## src/rtl/dual_cache_mem_controller.sv

```systemverilog
// Shared 16-bit-word backing memory for two caches: round-robin arbitration, fixed-latency
// word read / byte write, full-word response, and cross-cache invalidate on writes.
module dual_cache_mem_controller #(
   parameter int MEM_WORD_BITS = 8,
   parameter int LATENCY       = 4
) (
   input  logic        clock,
   input  logic        reset,
   input  logic [24:0] req0,
   input  logic        req0_ready,
   output logic [15:0] resp0,
   output logic        resp0_ready,
   output logic [15:0] inval0,
   input  logic [24:0] req1,
   input  logic        req1_ready,
   output logic [15:0] resp1,
   output logic        resp1_ready,
   output logic [15:0] inval1
);

   localparam int DEPTH = 1 << MEM_WORD_BITS;
   localparam int CW    = $clog2(LATENCY + 1);

   typedef enum logic [1:0] {IDLE, ACCESS, RESPOND} state_t;

   state_t                   state_q, state_d;
   logic                     last_grant_q, last_grant_d;
   logic                     grant_q, grant_d;
   logic                     armed0_q, armed0_d;
   logic                     armed1_q, armed1_d;
   logic [CW-1:0]            cnt_q, cnt_d;
   logic [24:0]              req_q, req_d;
   logic [15:0]              resp0_q, resp0_d;
   logic [15:0]              resp1_q, resp1_d;
   logic                     resp0_ready_q, resp0_ready_d;
   logic                     resp1_ready_q, resp1_ready_d;
   logic [15:0]              inval0_q, inval0_d;
   logic [15:0]              inval1_q, inval1_d;
   logic [15:0]              mem_q [DEPTH];

   logic                     elig0, elig1, pick, mem_we;
   logic [MEM_WORD_BITS-1:0] mem_idx;
   logic [15:0]              rd_word, wr_word, out_word;

   // Upper address bits are dropped on purpose, so addresses alias modulo the memory size.
   assign mem_idx = req_q[MEM_WORD_BITS:1];
   assign rd_word = mem_q[mem_idx];
   assign wr_word = req_q[0] ? {req_q[23:16], rd_word[7:0]} : {rd_word[15:8], req_q[23:16]};
   assign out_word = req_q[24] ? wr_word : rd_word;

   // A cache only re-arms after it has been seen dropping ready, since it lowers it a cycle late.
   assign elig0 = req0_ready && armed0_q;
   assign elig1 = req1_ready && armed1_q;

   always_comb begin
      state_d       = state_q;
      last_grant_d  = last_grant_q;
      grant_d       = grant_q;
      armed0_d      = armed0_q | ~req0_ready;
      armed1_d      = armed1_q | ~req1_ready;
      cnt_d         = cnt_q;
      req_d         = req_q;
      resp0_d       = resp0_q;
      resp1_d       = resp1_q;
      resp0_ready_d = 1'b0;
      resp1_ready_d = 1'b0;
      inval0_d      = inval0_q;
      inval1_d      = inval1_q;
      mem_we        = 1'b0;
      pick          = (elig0 && elig1) ? ~last_grant_q : elig1;
      case (state_q)
         IDLE: begin
            if (elig0 || elig1) begin
               grant_d      = pick;
               last_grant_d = pick;
               req_d        = pick ? req1 : req0;
               if (pick) armed1_d = 1'b0;
               else      armed0_d = 1'b0;
               cnt_d        = CW'(LATENCY - 1);
               state_d      = ACCESS;
            end
         end
         ACCESS: begin
            if (cnt_q == '0) state_d = RESPOND;
            else             cnt_d   = cnt_q - CW'(1);
         end
         RESPOND: begin
            mem_we = req_q[24];
            if (grant_q) begin
               resp1_d       = out_word;
               resp1_ready_d = 1'b1;
               if (req_q[24]) inval0_d = req_q[15:0];
            end else begin
               resp0_d       = out_word;
               resp0_ready_d = 1'b1;
               if (req_q[24]) inval1_d = req_q[15:0];
            end
            state_d = IDLE;
         end
         default: state_d = IDLE;
      endcase
   end

   always_ff @(posedge clock) begin
      if (!reset) begin
         state_q       <= IDLE;
         last_grant_q  <= 1'b1;
         grant_q       <= 1'b0;
         armed0_q      <= 1'b0;
         armed1_q      <= 1'b0;
         cnt_q         <= '0;
         req_q         <= '0;
         resp0_q       <= '0;
         resp1_q       <= '0;
         resp0_ready_q <= 1'b0;
         resp1_ready_q <= 1'b0;
         inval0_q      <= '0;
         inval1_q      <= '0;
      end else begin
         state_q       <= state_d;
         last_grant_q  <= last_grant_d;
         grant_q       <= grant_d;
         armed0_q      <= armed0_d;
         armed1_q      <= armed1_d;
         cnt_q         <= cnt_d;
         req_q         <= req_d;
         resp0_q       <= resp0_d;
         resp1_q       <= resp1_d;
         resp0_ready_q <= resp0_ready_d;
         resp1_ready_q <= resp1_ready_d;
         inval0_q      <= inval0_d;
         inval1_q      <= inval1_d;
      end
   end

   // Memory contents survive reset; a reset on the commit edge discards the pending write.
   always_ff @(posedge clock) begin
      if (reset && mem_we) mem_q[mem_idx] <= wr_word;
   end

   assign resp0       = resp0_q;
   assign resp1       = resp1_q;
   assign resp0_ready = resp0_ready_q;
   assign resp1_ready = resp1_ready_q;
   assign inval0      = inval0_q;
   assign inval1      = inval1_q;

endmodule

```

## config.mk

```make
export PLATFORM = sky130hd
export DESIGN_NAME = dual_cache_mem_controller
export DESIGN_NICKNAME = d
export VERILOG_FILES = /design/src/rtl/dual_cache_mem_controller.sv
export SDC_FILE = /design/constraint.sdc
export NUM_CORES = 2
export LEC_CHECK = 0
export ABC_AREA = 1
export BUFFER_PORTS_ARGS = -buffer_cell sky130_fd_sc_hd__buf_2
export CAP_MARGIN = 10
export CORE_MARGIN = 2
export CORE_UTILIZATION = 57
export DETAILED_ROUTE_END_ITERATION = 6
export PLACE_DENSITY_LB_ADDON = 0.12
export SYNTH_ARGS = -nofsm -noshare
export SYNTH_HDL_FRONTEND = slang
export SYNTH_SLANG_ARGS = --single-unit
```

## constraint.sdc

```tcl
create_clock -name clock -period 5.04 [get_ports clock]
set_clock_uncertainty 0.15 [all_clocks]
set_input_delay 1.008 -clock clock [delete_from_list [all_inputs] [get_ports clock]]
set_output_delay 1.008 -clock clock [all_outputs]
set_load 0.01 [all_outputs]
```

==> flow_summary.toml <==
[outcome]
status = "complete, no violations"

[place]
dp_hpwl_mm = 286
port_buffers = 119
gp_congestion = 0.907
numPlacedInstances = 17800

[global_route]
grt_pass1_wl_mm = 734
grtUsageTotal_pct = 33.1
grt_pass1_vias = 109000
antenna_found_initial = 20
grt_overflow_total = 0
grt_max_degree = 161

[synthesis]
synthMuxAreaShare_pct = 0
synth_compound_area_share_pct = 0.508
synth_xor_area_share_pct = 0
yosys.area_share.simple_pct = 22.3
synth_top_family_by_area = "simple AND/OR/NAND/NOR gates"
synth_enable_flop_cells = 4096
ys_seq_area_share_pct = 73.9
synth_nets = 14100
synthFlopType = "edfxtp_1"
synth_area_um2 = 169000
ys_warn_count = 0
async_flop_share_pct = 0
synthCells = 14100
synth.distinct_cells = 27
synth.avg_cell_area_um2 = 12.0
synth_seq_cells = 4204
synthAdderAreaFrac_pct = 0.0148

[finish]
nets = 14300
synthToLayoutAreaGrowth_pct = 12.3
layout_commonest_cell = "nand2_1"
stdcell_count = 18600
drive_above_1_share_pct = 9.75
mostFrequentLayoutCells = "4243 x nand2_1, 4099 x nand3_1, 4096 x edfxtp_1, 497 x buf_4, 429 x clkbuf_16"
fill_cells = 22000

[clock_network]
cts_made_buffers = 422
hold_buffers = 0
clockBufferDepth = 4
worstSkewPairLatency_ns = 0.98
clk_pin_slew_ns = 0.06
post_cts_resized = 0
h-tree-depth = 5
cts_tree = "done"
cts.sinks = 4204
post-cts-setup-buffers = 0
clockRootBuffer = "clkbuf_16"

[pwr]
pwr-share-clk_pct = 37.9
p_leak_uw = 0.0672
p_seq_share_pct = 50.1
p_sw_share_pct = 25.7
power.switching_uw = 20900
vdd_drop_max_uv = 348
power.internal_uw = 60400
comb_power_share_pct = 11.9
pwr_density_cell_nw_per_um2 = 427

[setup_path]
path_max_fanout = 128
cp.required_ns = 5.51
endpoint_kind = "flop"
crit_type = "reg2reg"
start_kind = "flop"
cp.arrival_ns = 5.39
reg2reg_setup_slack_ns = 0.12

[floorplanning]
io_pins = 120
core_area_um2 = 296000
die_w_um = 549
die_area_um2 = 301000
fp-row-count = 200
start_util_pct = 57.1
fp.dieH_um = 549

[timing]
hold_viol_final = 0
fin_crit_sh_pct = 97.7
finalMaxSlewViolations = 0
slew_headroom_pct = 22.0
worst_slew_pin_slew_ns = 1.17
rsz0062_at_grt = "no"
setup_viol = 0
max_freq_ghz = 0.203
min_period_ns = 4.92
whs_ns = 0.101

[route]
via_per_inst = 6.18
drc_errors = 0
vias = 115000
wl_per_cell_um = 27.1
dr.first_iter.drc_count = 16000
dr.pass1.iters = 7
ant_nets = 0
drt_wl_total_mm = 504

[hold_path]
hold_path.class = "in2reg"
hp-start = "req1_ready"

[job]
maxCapViolations = 0
-- worst max-delay path, stage by stage, from the launching register on --
cell	delay, ns
dfxtp_4	0.44
inv_16	0.56
buf_12	0.32
buf_12	0.22
buf_4	0.21
nand2_1	0.07
nand3_1	0.08
nand3_1	0.07
nand3_1	0.23
nand3_1	0.18
nand3_1	0.23
nand3_1	0.42
nand3_1	0.27
nand3_1	0.24
nand2_8	0.14
buf_12	0.32
-- metal layers --
metal  routed length, um  track usage, %
met1              188000            45.3
met2              231000            51.0
met3               55300            6.58
met4               29100            16.8
met5                  76               0
-- synth_stat cells, types with 2 or more instances --
cell	n	area share [%]
inv_2	3	0.0067
buf_6	82	0.55
a31oi_1	15	0.055
buf_2	458	1.4
dfxtp_1	108	1.3
clkinv_1	2	0.0044
nand3_1	4099	12
nand2_1	4275	9.5
buf_4	130	0.58
nor2_1	303	0.67
a22oi_1	11	0.049
ha_1	2	0.015
clkbuf_1	181	0.40
a211oi_1	2	0.0089
buf_1	114	0.25
o21ai_0	66	0.20
a21oi_1	63	0.19
buf_8	2	0.018
inv_1	32	0.071
nor3_1	5	0.015
edfxtp_1	4096	73
-- kinds of logic (layout without fill, tap and decap cells) --
group                      count (synthesis)  in the layout
AOI/OAI and AO/OA                        160            160
adders and majority gates                  2              2
buffers and inverters                   1006           1582
DFF                                     4204           4204
other                                      0              9
and+or+nand+nor                         8683           8683
-- area by class of cell --
type	instances	area [um^2]	share of cell area (%)
tap	3939	4930	2.59
clock buffer	526	11200	5.89
inverter	38	188	0.0987
timing repair buffer	770	7410	3.90
sequential	4204	125000	65.8
multi-input combinational	8845	38800	20.4
antenna	9	22.5	0.0118
clock inverter	248	2340	1.23
-- worst paths after layout --
check                                                to  depth (start not counted)
worst max register to register  mem_q[136][6]$_DFFE_PP_                         15
worst min register to register      armed1_q$_SDFF_PN0_                          2
worst max-delay path            mem_q[136][6]$_DFFE_PP_                         15
worst min-delay path                armed1_q$_SDFF_PN0_                          2
-- stage by stage --
stage	power, uW	instance area (um^2)	setup slack [ns]	setup TNS [ns]	utilization [%]
floorplan	47100	169000	-0.516	-1315.11	-
global placement	50800	177000	0.358	0	59.6
detailed placement	51000	177000	0.282	0	59.6
CTS	81300	190000	0.252	0	64.2
global route	83400	190000	0.0438	0	64.2
finish	81300	190000	0.118	0	64.2
-- power by group through the flow --
stage	Clock, uW	Combinational, uW	Sequential, uW
finish	30800	9700	40700
global route	32500	10300	40700
CTS	31100	9540	40700
detailed placement	0	9500	41500
global placement	0	9300	41500
floorplan	0	4940	42100
-- registers in the layout, indices dropped and copies added, names as in the netlist, named ones only --
name,cells
armed0_q,1
armed1_q,1
cnt_q,3
grant_q,1
inval0,16
inval1,16
last_grant_q,1
mem_q,4096
req_q,25
resp0,16
resp0_ready,1
resp1,16
resp1_ready,1
state_q,2
Note: power is estimated with default switching activity, not from simulation.
